--- src/rtl/rv32_pkg.sv ---
// Shared RV32I load/store definitions: funct3 codes, LSU state encoding and
// the access-legality rule used when an instruction is accepted.
package rv32_pkg;

  localparam logic [2:0] F3_LB  = 3'b000;
  localparam logic [2:0] F3_LH  = 3'b001;
  localparam logic [2:0] F3_LW  = 3'b010;
  localparam logic [2:0] F3_LBU = 3'b100;
  localparam logic [2:0] F3_LHU = 3'b101;
  localparam logic [2:0] F3_SB  = 3'b000;
  localparam logic [2:0] F3_SH  = 3'b001;
  localparam logic [2:0] F3_SW  = 3'b010;

  typedef enum logic [1:0] {
    IDLE = 2'd0,
    REQ  = 2'd1,
    WAIT = 2'd2,
    DONE = 2'd3
  } lsu_state_t;

  // funct3[1:0] encodes the access size for every legal code
  function automatic logic access_legal(input logic [2:0] f3, input logic [1:0] off);
    logic ok;
    case (f3)
      3'b011, 3'b110, 3'b111: ok = 1'b0;
      default: begin
        case (f3[1:0])
          2'b00:   ok = 1'b1;
          2'b01:   ok = ~off[0];
          default: ok = (off == 2'b00);
        endcase
      end
    endcase
    return ok;
  endfunction

endpackage

--- src/rtl/lsu_align.sv ---
// Combinational lane steering: store byte enables / replicated store data and
// load lane extraction with sign or zero extension. No state, no backpressure.
module lsu_align
  import rv32_pkg::*;
(
  input  logic        we,
  input  logic [2:0]  funct3,
  input  logic [1:0]  off,
  input  logic [31:0] st_data,
  input  logic [31:0] ld_word,
  output logic [3:0]  be,
  output logic [31:0] st_lanes,
  output logic [31:0] ld_data
);

  logic [7:0]  ld_byte;
  logic [15:0] ld_half;

  always_comb begin
    ld_byte  = ld_word[{off, 3'b000} +: 8];
    ld_half  = off[1] ? ld_word[31:16] : ld_word[15:0];
    be       = 4'b1111;
    st_lanes = st_data;
    if (we) begin
      case (funct3)
        F3_SB, F3_LBU: begin
          be       = 4'b0001 << off;
          st_lanes = {4{st_data[7:0]}};
        end
        F3_SH, F3_LHU: begin
          be       = off[1] ? 4'b1100 : 4'b0011;
          st_lanes = {2{st_data[15:0]}};
        end
        F3_SW:   be = 4'b1111;
        default: be = 4'b1111;
      endcase
    end
    case (funct3)
      F3_LB:   ld_data = {{24{ld_byte[7]}}, ld_byte};
      F3_LH:   ld_data = {{16{ld_half[15]}}, ld_half};
      F3_LW:   ld_data = ld_word;
      F3_LBU:  ld_data = {24'd0, ld_byte};
      F3_LHU:  ld_data = {16'd0, ld_half};
      default: ld_data = 32'd0;
    endcase
  end

endmodule

--- src/rtl/load_store_unit.sv ---
// RV32I data-memory stage: one access at a time over req/gnt/rvalid, stalling the core
// until a one-cycle done pulse; min 3 cycles for stores, 4 for loads, 2 for illegal accesses.
module load_store_unit
  import rv32_pkg::*;
#(
  parameter int TIMEOUT_CYCLES = 256
) (
  input  logic        clk,
  input  logic        rst_n,
  input  logic        mem_req,
  input  logic        mem_we,
  input  logic [2:0]  funct3,
  input  logic [31:0] addr,
  input  logic [31:0] wdata,
  output logic        stall,
  output logic        done,
  output logic [31:0] rdata,
  output logic        err,
  output logic        dmem_req,
  output logic        dmem_we,
  output logic [31:0] dmem_addr,
  output logic [3:0]  dmem_be,
  output logic [31:0] dmem_wdata,
  input  logic        dmem_gnt,
  input  logic        dmem_rvalid,
  input  logic [31:0] dmem_rdata
);

  localparam int CW = $clog2(TIMEOUT_CYCLES) + 1;

  lsu_state_t  state_q, state_d;
  logic [CW-1:0] cnt_q, cnt_d;
  logic        dmem_req_q, dmem_req_d;
  logic        dmem_we_q, dmem_we_d;
  logic [31:0] dmem_addr_q, dmem_addr_d;
  logic [3:0]  dmem_be_q, dmem_be_d;
  logic [31:0] dmem_wdata_q, dmem_wdata_d;
  logic        done_q, done_d;
  logic        err_q, err_d;
  logic [31:0] rdata_q, rdata_d;
  logic [2:0]  f3_q, f3_d;
  logic [1:0]  off_q, off_d;

  logic        al_we;
  logic [2:0]  al_f3;
  logic [1:0]  al_off;
  logic [3:0]  al_be;
  logic [31:0] al_wdata;
  logic [31:0] al_rdata;
  logic        timeout_hit;

  // In IDLE the aligner sees the live instruction; afterwards only the captured copy
  assign al_we  = (state_q == IDLE) ? mem_we     : dmem_we_q;
  assign al_f3  = (state_q == IDLE) ? funct3     : f3_q;
  assign al_off = (state_q == IDLE) ? addr[1:0]  : off_q;

  lsu_align u_align (
    .we       (al_we),
    .funct3   (al_f3),
    .off      (al_off),
    .st_data  (wdata),
    .ld_word  (dmem_rdata),
    .be       (al_be),
    .st_lanes (al_wdata),
    .ld_data  (al_rdata)
  );

  assign timeout_hit = (cnt_q == CW'(TIMEOUT_CYCLES - 1));

  always_comb begin
    state_d      = state_q;
    cnt_d        = cnt_q;
    dmem_req_d   = dmem_req_q;
    dmem_we_d    = dmem_we_q;
    dmem_addr_d  = dmem_addr_q;
    dmem_be_d    = dmem_be_q;
    dmem_wdata_d = dmem_wdata_q;
    done_d       = 1'b0;
    err_d        = 1'b0;
    rdata_d      = rdata_q;
    f3_d         = f3_q;
    off_d        = off_q;
    case (state_q)
      IDLE: begin
        if (mem_req) begin
          if (access_legal(funct3, addr[1:0])) begin
            dmem_req_d   = 1'b1;
            dmem_we_d    = mem_we;
            dmem_addr_d  = {addr[31:2], 2'b00};
            dmem_be_d    = al_be;
            dmem_wdata_d = al_wdata;
            f3_d         = funct3;
            off_d        = addr[1:0];
            cnt_d        = '0;
            state_d      = REQ;
          end else begin
            done_d  = 1'b1;
            err_d   = 1'b1;
            rdata_d = 32'd0;
            state_d = DONE;
          end
        end
      end
      REQ, WAIT: begin
        cnt_d = cnt_q + 1'b1;
        // A completing handshake wins over a timeout in the same cycle
        if (state_q == REQ && dmem_gnt) begin
          dmem_req_d = 1'b0;
          if (dmem_we_q) begin
            done_d  = 1'b1;
            state_d = DONE;
          end else begin
            state_d = WAIT;
          end
        end else if (state_q == WAIT && dmem_rvalid) begin
          rdata_d = al_rdata;
          done_d  = 1'b1;
          state_d = DONE;
        end else if (timeout_hit) begin
          dmem_req_d = 1'b0;
          done_d     = 1'b1;
          err_d      = 1'b1;
          rdata_d    = 32'd0;
          state_d    = DONE;
        end
      end
      default: state_d = IDLE;
    endcase
  end

  always_ff @(posedge clk or negedge rst_n) begin
    if (!rst_n) begin
      state_q      <= IDLE;
      cnt_q        <= '0;
      dmem_req_q   <= 1'b0;
      dmem_we_q    <= 1'b0;
      dmem_addr_q  <= 32'd0;
      dmem_be_q    <= 4'd0;
      dmem_wdata_q <= 32'd0;
      done_q       <= 1'b0;
      err_q        <= 1'b0;
      rdata_q      <= 32'd0;
      f3_q         <= 3'd0;
      off_q        <= 2'd0;
    end else begin
      state_q      <= state_d;
      cnt_q        <= cnt_d;
      dmem_req_q   <= dmem_req_d;
      dmem_we_q    <= dmem_we_d;
      dmem_addr_q  <= dmem_addr_d;
      dmem_be_q    <= dmem_be_d;
      dmem_wdata_q <= dmem_wdata_d;
      done_q       <= done_d;
      err_q        <= err_d;
      rdata_q      <= rdata_d;
      f3_q         <= f3_d;
      off_q        <= off_d;
    end
  end

  assign stall      = mem_req && (state_q != DONE);
  assign done       = done_q;
  assign err        = err_q;
  assign rdata      = rdata_q;
  assign dmem_req   = dmem_req_q;
  assign dmem_we    = dmem_we_q;
  assign dmem_addr  = dmem_addr_q;
  assign dmem_be    = dmem_be_q;
  assign dmem_wdata = dmem_wdata_q;

endmodule

--- config.mk ---
export PLATFORM = sky130hd
export DESIGN_NAME = load_store_unit
export DESIGN_NICKNAME = d
export VERILOG_FILES = /design/src/rtl/rv32_pkg.sv /design/src/rtl/lsu_align.sv /design/src/rtl/load_store_unit.sv
export SDC_FILE = /design/constraint.sdc
export NUM_CORES = 1
export LEC_CHECK = 0
export ABC_AREA = 1
export CORE_ASPECT_RATIO = 1.4
export CORE_MARGIN = 2
export CORE_UTILIZATION = 42
export CTS_CLUSTER_DIAMETER = 30
export DETAILED_ROUTE_END_ITERATION = 10
export HOLD_SLACK_MARGIN = 0.1
export PLACE_DENSITY = 0.78
export REMOVE_ABC_BUFFERS = 1
export SLEW_MARGIN = 20
export SYNTH_ARGS = -nofsm -noshare
export SYNTH_HDL_FRONTEND = slang
export SYNTH_SLANG_ARGS = --single-unit
--- constraint.sdc ---
create_clock -name clk -period 1.9 [get_ports clk]
set_input_delay 0.38 -clock clk [delete_from_list [all_inputs] [get_ports clk]]
set_output_delay 0.38 -clock clk [all_outputs]
set_load 0.1 [all_outputs]
==> results.cfg <==
[cts]
clk_latency_ps = 410
clk_pin_slew_ps = 60
cts_tree = yes
htreeDepth = 4
cts_buffers = 17
cts_max_path_buffers = 2
clock-sinks = 118
clockRootBuffer = clkbuf_16

[synth]
yosys_warnings = 0
async_flop_share = 1.00
synth_cell_types = 32
synth_most_common_cell = nand2_1
avgSynthCellArea_um2 = 7.55
syn_inst = 812
synth.top_cell.area_share = 0.482
synth_common_cells = nand2_1 (355), dfrtp_1 (118), inv_1 (55)
synth-edff-count = 0
synth_area_leader_cell = dfrtp_1
synth.cell_area_um2 = 6130
synth_ff_type = dfrtp_1
seq_area_frac_synth = 0.482
synth-seq-cells = 118
synthTopCellsByArea = dfrtp_1 (48%), nand2_1 (22%), a21oi_1 (4.0%), o21ai_0 (3.8%), inv_1 (3.4%)

[route]
vias = 6373
drtAntennaViolNets = 0
first_pass_iters = 5
via_per_inst = 5.02
drc = 0
drt_iter0_markers = 475
totalWireLength_um = 19300
wl_per_cell_um = 15.2

[sta]
min_period_ps = 2170
period_share = 1.14
fmaxAchievable_mhz = 462
setup_violations = 34
clock_skew_ps = 11.2
hold_viol_final = 0
rsz0062_at_grt = true
slew_violations = 0
timing.final.ws_setup_ps = -266

[placement]
gp_congestion = 0.878
dp_hpwl_um = 13000
placed_area_um2 = 9010
io_buffers = 207
place_inst = 1226
pre_cts_ws_ps = -171

[floorplan]
ioPinCount = 210
start_util = 0.426
placementRows = 52
die_h_um = 147
core-area_um2 = 14400
die_area_um2 = 15600
die_x_um = 106

[setup_path]
critPathMaxStageDelay_ps = 360
path_cells = ha_2, nand4_1, or2_4, nor2_4, ha_4, nor2_2, o22ai_2, nand2_2, nor2_4, buf_6, clkbuf_16, nand2_1, nand2_1
worst_path_max_delay_cell = dfrtp_1
cp_num_buf_inv = 2
rr_worst_depth = 13
cp-start-kind = flip-flop
crit_fanout = 8
critical_path.top_delay_family = simple AND/OR/NAND/NOR gates
arrival_ps = 2510
endpoint_kind = flip-flop
crit_cells = 13
crit_type = reg2reg
cp.required_ps = 2240

[run]
drv_cap = 0

[min_path]
hold_depth = 2
hp-class = reg2reg

[layout]
fin_cells = 1269
area_growth_pct = 62.7
diodes = 0
nets = 1178
layout-drive-gt1-share = 0.262
nFillCells = 1125
fin_area_um2 = 9970

[run_status]
violations = setup timing
status = finished, violations left

[grt]
use_met3 = 0.0563
antenna_found_initial = 0
overflow = 0
grt_pass1_vias = 6379
grt.busiest_layer = met2
grt_start_max_net_pins = 69
globalRouteMet1Util = 0.285
met2_usage = 0.438
grt_pass1_wl_um = 30900
grtUsageTotal = 0.248
cell families (layout without fill, tap and decap cells):
group	after synthesis	after routing	share of synthesized area
other	1	2	0.000612
adders and majority gates	6	6	0.0122
buffers and inverters	101	368	0.0796
AOI/OAI and AO/OA	125	125	0.112
and+or+nand+nor	461	461	0.314
DFF	118	118	0.482
flip-flops by register name (all words and copies together), names as in the netlist:
signal	flops
dmem_we	1
f3_q	3
dmem_req	1
rdata	32
err	1
state_q	2
dmem_be	4
done	1
dmem_wdata	32
cnt_q	9
dmem_addr	30
off_q	2
routing by layer:
metal | routed length, um | up-vias | part of all wire
li1 | - | 3079 | -
met1 | 7400 | 3000 | 0.38
met2 | 10200 | 247 | 0.53
met3 | 1240 | 47 | 0.064
met4 | 508 | 0 | 0.026
met5 | 0 | - | 0
tightest hold or removal path, stage by stage, from the launching register on:
cell and delay [ps]:
dfrtp_1 340, nand2_1 50, nand2_1 60
worst paths after layout:
path,from,end,slack (ps)
worst max-delay path,cnt_q[0],rdata[0],-270
worst min-delay path,dmem_addr[6],dmem_addr[6],480
worst max register to register,cnt_q[0],rdata[0],-270
worst min register to register,dmem_addr[6],dmem_addr[6],480
max in group asynchronous,rst_n,off_q[1],1050
min in group asynchronous,rst_n,dmem_wdata[22],500
through the flow:
step	hold slack, ps	setup TNS, ps	utilization
after floorplan	84.4	-134000	-
after global placement	400	-5800	0.627
after detailed placement	406	-10360	0.627
after CTS	483	-3960	0.681
after global routing	491	-10620	0.694
final	479	-7370	0.694
layout make-up:
cell class	instances	area [um2]	area share
timing repair buffer	276	3070	0.308
sequential	118	2950	0.296
multi-input combinational	594	2860	0.287
clock buffer	19	453	0.0454
tap	189	236	0.0237
inverter	60	228	0.0228
clock inverter	13	171	0.0172
repair_timing:
action,CTS,global route
hold buffers,1,0
cloned,2,1
hold endpoints to repair,118,0
pin swaps,2,22
setup endpoints to repair,36,64
setup buffers,5,3
resized for setup,16,50
cells in the final DEF, fill, tap and decap left out, types with 5 or more instances in the layout:
| cell type | synthesis | layout |
|---|---|---|
| nand2_1 | 355 | 328 |
| nand3_1 | 34 | 34 |
| nand2_4 | 5 | 11 |
| nor2_1 | 38 | 34 |
| clkdlybuf4s50_1 | 0 | 103 |
| nand4_1 | 13 | 13 |
| inv_2 | 4 | 7 |
| buf_4 | 7 | 113 |
| a21oi_2 | 10 | 12 |
| clkbuf_16 | 0 | 18 |
| clkinvlp_4 | 0 | 5 |
| o21ai_0 | 46 | 40 |
| a21oi_1 | 49 | 47 |
| dfrtp_1 | 118 | 118 |
| inv_1 | 55 | 52 |
| nand2_2 | 7 | 28 |
| o21ai_1 | 11 | 17 |
| buf_12 | 0 | 53 |
Power is left out: the tool's default activity adds up to more than one toggle a clock period on the data nets, which glitch-free logic cannot reach.
